==> config.mk <==
export PLATFORM = sky130hd
export DESIGN_NAME = ni_flit_arb
export DESIGN_NICKNAME = d
export VERILOG_FILES = /design/src/rtl/ni_flit_arb.sv
export SDC_FILE = /design/constraint.sdc
export NUM_CORES = 1
export LEC_CHECK = 0
export BUFFER_PORTS_ARGS = -buffer_cell sky130_fd_sc_hd__clkbuf_2
export CELL_PAD_IN_SITES_DETAIL_PLACEMENT = 2
export CELL_PAD_IN_SITES_GLOBAL_PLACEMENT = 2
export CORE_ASPECT_RATIO = 1.2
export CORE_MARGIN = 2
export CORE_UTILIZATION = 20
export DETAILED_ROUTE_END_ITERATION = 8
export PLACE_DENSITY_LB_ADDON = 0.1
export SLEW_MARGIN = 20
export SYNTH_ARGS = -nofsm -noshare
export SYNTH_HDL_FRONTEND = slang
export SYNTH_SLANG_ARGS = --single-unit
export TNS_END_PERCENT = 1
==> constraint.sdc <==
create_clock -name clk -period 3.1 [get_ports clk]
set_input_delay 0.62 -clock clk [delete_from_list [all_inputs] [get_ports clk]]
set_output_delay 0.62 -clock clk [all_outputs]
set_load 0.005 [all_outputs]
==> src/rtl/ni_flit_arb.sv <==
// Packet-locked round-robin arbiter merging NUM_REQ flit sources onto one NI input.
// Optional stall timeout is compiled in with `define NI_ARB_TIMEOUT_EN.
module ni_flit_arb #(
   parameter int NUM_REQ        = 4,
   parameter int FLIT_W         = 16,
   parameter int PKT_FLITS      = 4,
   parameter int TIMEOUT_CYCLES = 16
) (
   input  logic                        clk,
   input  logic                        resetn,
   input  logic [NUM_REQ-1:0]          src_valid,
   input  logic [NUM_REQ*FLIT_W-1:0]   src_flit,
   output logic [NUM_REQ-1:0]          src_ready,
   input  logic                        ni_ready,
   output logic [FLIT_W-1:0]           ni_flit,
   output logic                        ni_enable,
   output logic [$clog2(NUM_REQ)-1:0]  grant_id,
   output logic                        busy,
   output logic                        err_timeout
);

   localparam int GW = $clog2(NUM_REQ);
   localparam int CW = $clog2(PKT_FLITS) + 1;

   typedef enum logic {IDLE, SEND} state_t;

   state_t          state_q, state_d;
   logic [GW-1:0]   grant_q, grant_d;
   logic [GW-1:0]   rr_ptr_q, rr_ptr_d;
   logic [CW-1:0]   cnt_q, cnt_d;
   logic [GW-1:0]   pick, next_ptr;
   logic            pick_vld, g_valid, xfer, tail, timeout_hit;
   logic [FLIT_W-1:0] flit_arr [NUM_REQ];

   generate
      for (genvar gi = 0; gi < NUM_REQ; gi++) begin : g_src
         assign flit_arr[gi]  = src_flit[gi*FLIT_W +: FLIT_W];
         assign src_ready[gi] = busy && (grant_q == GW'(gi)) && ni_ready;
      end
      if (NUM_REQ < 2 || PKT_FLITS < 2 || PKT_FLITS > 16 || TIMEOUT_CYCLES < 1) begin : g_bad_cfg
         $error("ni_flit_arb: illegal parameter combination");
      end
   endgenerate

   assign busy      = (state_q == SEND);
   assign g_valid   = src_valid[grant_q];
   assign ni_enable = busy && g_valid;
   assign ni_flit   = busy ? flit_arr[grant_q] : '0;
   assign grant_id  = grant_q;
   assign xfer      = busy && g_valid && ni_ready;
   assign tail      = (cnt_q == CW'(PKT_FLITS - 1));
   assign next_ptr  = (grant_q == GW'(NUM_REQ - 1)) ? '0 : grant_q + 1'b1;

   // Round-robin search: first valid source at or after rr_ptr, wrapping.
   always_comb begin
      int            idx;
      logic [GW-1:0] idx_g;
      idx      = 0;
      idx_g    = '0;
      pick_vld = 1'b0;
      pick     = rr_ptr_q;
      for (int k = 0; k < NUM_REQ; k++) begin
         idx   = (int'(rr_ptr_q) + k) % NUM_REQ;
         idx_g = GW'(idx);
         if (!pick_vld && src_valid[idx_g]) begin
            pick_vld = 1'b1;
            pick     = idx_g;
         end
      end
   end

   always_comb begin
      state_d  = state_q;
      grant_d  = grant_q;
      rr_ptr_d = rr_ptr_q;
      cnt_d    = cnt_q;
      case (state_q)
         IDLE: begin
            if (pick_vld) begin
               state_d = SEND;
               grant_d = pick;
            end
         end
         SEND: begin
            if (xfer) begin
               if (tail) begin
                  state_d  = IDLE;
                  cnt_d    = '0;
                  rr_ptr_d = next_ptr;
               end else begin
                  cnt_d = cnt_q + 1'b1;
               end
            end else if (timeout_hit) begin
               state_d  = IDLE;
               cnt_d    = '0;
               rr_ptr_d = next_ptr;
            end
         end
         default: state_d = IDLE;
      endcase
   end

   always_ff @(posedge clk) begin
      if (!resetn) begin
         state_q  <= IDLE;
         grant_q  <= '0;
         rr_ptr_q <= '0;
         cnt_q    <= '0;
      end else begin
         state_q  <= state_d;
         grant_q  <= grant_d;
         rr_ptr_q <= rr_ptr_d;
         cnt_q    <= cnt_d;
      end
   end

`ifdef NI_ARB_TIMEOUT_EN
   localparam int SW = $clog2(TIMEOUT_CYCLES + 1);
   logic [SW-1:0] stall_q, stall_d;
   logic          err_q;

   // Only cycles with the granted source silent count; ni_ready stalls keep it at 0.
   always_comb begin
      stall_d     = '0;
      timeout_hit = busy && !g_valid && (stall_q == SW'(TIMEOUT_CYCLES - 1));
      if (busy && !g_valid && !timeout_hit)
         stall_d = stall_q + 1'b1;
   end

   always_ff @(posedge clk) begin
      if (!resetn) begin
         stall_q <= '0;
         err_q   <= 1'b0;
      end else begin
         stall_q <= stall_d;
         err_q   <= timeout_hit;
      end
   end

   assign err_timeout = err_q;
`else
   assign timeout_hit = 1'b0;
   assign err_timeout = 1'b0;
`endif

endmodule

# Word-level counts from Yosys, hierarchy flattened
# Cells that the tools add are included.
op_classes:
  add_sub_neg: 5
  order_cmp: 6
  n_eq_ne: 4
  n_mux: 27
  bitwise_logic: 2
  reduce_logical: 20
ops:
  columns: ["operator", "n"]
  rows:
  - ["16-bit 2-to-1 mux", 3]
  - ["16-bit binary-select mux with 2-bit select", 1]
  - ["2-bit by 3-bit < comparator with 1-bit output, second input constant", 5]
  - ["1-bit logical AND", 13]
  - ["1-bit 2-to-1 mux", 12]
  - ["1-bit binary-select mux with 2-bit select", 5]
  - ["2-bit 2-to-1 mux", 4]
  - ["2-bit by 1-bit adder with 2-bit output, second input constant", 2]
  - ["2-bit adder, second input constant", 2]
  - ["2-bit equality test, second input constant", 2]
  - ["2-bit AND reduction", 2]
  - ["3-bit by 1-bit adder with 3-bit output, second input constant", 1]
  - ["3-bit by 2-bit equality test with 1-bit output, second input constant", 1]
  - ["3-bit greater-or-equal comparator, second input constant", 1]
  - ["1-bit zero test", 3]
  - ["3-bit 2-to-1 mux", 1]
  - ["2-bit NOT with 3-bit output", 1]
  - ["3-bit AND reduction", 1]
  - ["2-bit by 1-bit equality test with 1-bit output, second input constant", 1]
  - ["2-bit zero test", 1]
  - ["1-bit one-hot mux with 2 select lines", 1]
  - ["1-bit NOT", 1]
totals:
  register_bits: 8
  in_bits: 71
  output_inout_bits: 25

# Logic depth before layout (Yosys ltp)
depth:
  depth_word: 14
  mapped_depth: 6
  ltp_nobuf: 5

# Worst setup path before layout
# No wires, ideal clock.
synth_timing:
  path_type: "register to output"
  from: "register grant_q[0], in the netlist grant_id[0]"
  to: "output ni_flit[0]"
  arrival_ns: 1.395
  required_ns: 2.480
  setup_slack_ns: 1.085
  stages_incl_launch_ff: 4
  path_buffers: 1
  path_cell_list: "dfxtp_1 > buf_2 > mux4_2 > and2_1"
synth_between:
  elab_chain_cells: 5
synth_rtl:
  columns: ["item", "line", "rtl"]
  rows:
  - ["from (decl)", "28", "logic [GW-1:0] grant_q, grant_d;"]
  - ["from (signal assigned)", "111", "grant_q <= grant_d;"]
  - ["2-bit NOT with 3-bit output (implied by the code)", "48", "assign ni_flit = busy ? flit_arr[grant_q] : '0;"]
  - ["16-bit binary-select mux with 2-bit select", "48", null]
  - ["16-bit 2-to-1 mux (implied by the code) (2 in series)", "48", null]
  - ["16-bit 2-to-1 mux", "48", null]
  - ["to (decl)", "15", "output logic [FLIT_W-1:0] ni_flit,"]
# Every way passes these cells. The select of a mux whose other input is x is not followed.

# Worst setup path after layout
layout_timing:
  from: "register grant_q[1], in the netlist grant_id[1]"
  to: "output ni_flit[4]"
# Same word-level chain as after synthesis.

==> metrics.md <==
| Metric | Value |
|---|---|
| Static Leak | between 0.0007 and 0.0008 uW |
| Depth of the worst register-to-register path | 4 |
| Vias in the first global route | 1,335 |
| Root Driver | clkbuf_8 |
| RSZ-0062 raised after global routing | false |
| WL final | ~4200 um |
| Top Ports | 96 |
| Vias per inst | ~4.7 |
| Pwr dens | between 200 and 300 nW/um2 |
| Synthesis Warnings | 0 |
| Starting Density | a little over a fifth |
| Status | finished, final reports clean |
| Top cells by count, synth | and2_1, mux4_2, dfxtp_1, nor2_1, nand2_1 |
| Pre-antenna DRT Iters | 2 |
| Yosys top cell by area | mux4_2 |
| Vias | ~1.2k |
| Area of the core | 5010 um2 |
| Post-place setup slack | ~0.98 ns |
| CP Launch Type | register |
| Fin area | between 1500 and 2000 um2 |
| # placed instances | between 200 and 300 |
| Final core occ | 32.2% |
| Wirelength per Cell | about 16 um |
| Worst-path clk slew | roughly 0.040 ns |
| Most used flip-flop cell after synthesis | dfxtp_1 |
| Num rows | 28 |
| Min-Delay Endpoint | cnt_q[2] |
| Top cells by area, synth | mux4_2, dfxtp_1, and2_1 |
| Final #Nets | roughly 280 |
| Syn_nets | roughly 190 |
| Critical Path RT | approximately 2.5 ns |
| Remaining global-route overflow | 0 |
| Post-CTS Setup Bufs | 0 |
| CTS tree | yes |
| Crit Reg-Reg Endpoint | rr_ptr_q[1] |
| Max cap viols | 0 |
| Reg2Reg Setup Slack | about 1.3 ns |
| Worst-path fanout max | 13 |
| Worst-skew pair later-pin latency | about 0.23 ns |
| Worst hold start | cnt_q[2] |
| Hold path cells | 2 |
| Post-synth EDFFs | 0 |
| Fraction of registers with async set/reset | 0% |
| Final setup vio count | 0 |
| Synthesized area | around 1100 um2 |
| Crit path cell chain | buf_4 > mux4_2 > and2_1 > clkbuf_2 |
| Final hold vios | 0 |
| CP max stage delay | 0.60 ns |
| Die Ht | approximately 83 um |
| Yosys reg bits | 8 |
| Largest net degree at the start of global routing | 29 |
| Mapped Cells | between 100 and 150 |
| Chip width | 70.2 um |
| Post-synthesis sequential area ratio | ~15% |
| First-iteration detailed-routing DRC count | 27 |
| Layout cells sized above 1 | 58.5% |
| Final number of max-transition violations | 0 |
| DRC violations left | 0 |
| First-pass GRT wire length | 6910 um |
| Max VDD drop | between 200 and 300 uV |
| Detailed Place HPWL | between 3000 and 4000 um |
| H-tree lvl count | 1 |
| Library cells used by synthesis | 32 |
| Peak Freq | 0.425 GHz |
| PostCTS Resize Cnt | 0 |
| Max-slew headroom | between 40 and 50% |
| Total GRT Usage | 14.4% |
| Top-count cell post-synth | and2_1 |
| Hold_buf cts | 0 |
| Tmin final | between 2 and 2.5 ns |
| Worst hold path class | register to register |
| Placed Area | about 1600 um2 |
| TritonCTS buffer count | 3 |
| Fin Setup TNS | 0 ns |
| Slowest-stage cell, CP | dfxtp_1 |
| R2R Path Start | busy |
| Clk buf depth | 2 |
| Worst EP arrival | 1.73 ns |
| Synth-to-layout area growth | 53.3% |
| Crit. End Element | primary output |
| Final Non-Filler Cells | 260 |
| GP Congestion | 0.792 |
| Diode count | 0 |
| Final Cycle Share | approximately 76% |
| Routed Antenna Nets | 0 |
| Critical path class | register to primary output |
| Die footprint | ~5900 um2 |
| Worst Tran Pin Value | 0.826 ns |
| Final Skew | about 0.0021 ns |
| Initial antenna violation count | 0 |
| Clk sinks | 8 |
| Syn Area/Cell | 9.65 um2 |
| PortBufs | 94 |
| Final worst slack | around 0.75 ns |
| Share of the synthesized area in the top cell type | between 30 and 40% |
power by group:
| part | switching, uW | internal [uW] | total, uW |
|---|---|---|---|
| Sequential | 13.1 | 108 | 121 |
| Clock | 41.8 | 84.2 | 126 |
| Combinational | 67.9 | 107 | 175 |
cells by family after synthesis:
logic type / Yosys count / synth area share (%)
mux: 20 / 38.4
fa+ha+maj: 5 / 5.95
flops: 8 / 15.2
simple gates: 52 / 27.8
other cells: 1 / 0.356
buf+inv: 12 / 5.71
compound gates: 11 / 6.54
how the worst max path moves through the flow:
stage	from	endpoint	slack, ns	cells after the start
global placement	grant_id[1]	ni_flit[10]	1.04	4
CTS	grant_id[1]	ni_flit[4]	0.73	4
finish	grant_id[1]	ni_flit[4]	0.75	4
global route	grant_id[1]	ni_flit[4]	0.63	4
detailed placement	grant_id[1]	ni_flit[4]	0.98	4
floorplan	grant_id[0]	ni_flit[0]	1.08	3
stage by stage:
| step | hold WS [ns] | total power, uW |
|---|---|---|
| after floorplan | 0.412 | 213 |
| after global placement | 0.420 | 294 |
| after detailed placement | 0.441 | 302 |
| after CTS | 0.446 | 434 |
| after global routing | 0.471 | 457 |
| final | 0.444 | 421 |
per-layer routing:
metal | track usage (%) | share of wire, % | up-vias
met2 | 26.8 | 53 | 51
li1 | - | - | 583
met5 | 0 | 0 | -
met3 | 2.17 | 5.3 | 3
met4 | 2.62 | 0.70 | 0
met1 | 17.4 | 41 | 589
worst max-delay path: cells and delay by family (launching register included):
kind | cells | cell delay (ns)
flops | 1 | 0.60
mux | 1 | 0.32
buf+inv | 2 | 0.41
simple gates | 1 | 0.17
cell type report:
class | count | area [um2]
Clock buffer | 3 | 41.3
Tap cell | 60 | 75.1
Inverter | 3 | 11.3
Timing Repair Buffer | 97 | 493
Sequential cell | 8 | 160
Fill cell | 615 | 3400
Multi-Input combinational cell | 89 | 832
registers in the layout, summed over array words and instances, names as in the netlist:
signal and count:
busy 1, cnt_q 3, grant_id 2, rr_ptr_q 2
placed cells by master (no fill, tap or decap), types with 3 or more instances in the layout:
cell type / instances
clkbuf_8: 3
dfxtp_1: 8
o21ai_0: 6
nand2_1: 7
mux4_2: 15
and2_1: 16
ha_1: 5
buf_4: 3
mux2i_1: 4
nor2b_1: 6
clkbuf_2: 94
and3_1: 5
inv_1: 3
nor2_1: 8
No activity file was read; power rests on OpenSTA's default activity.
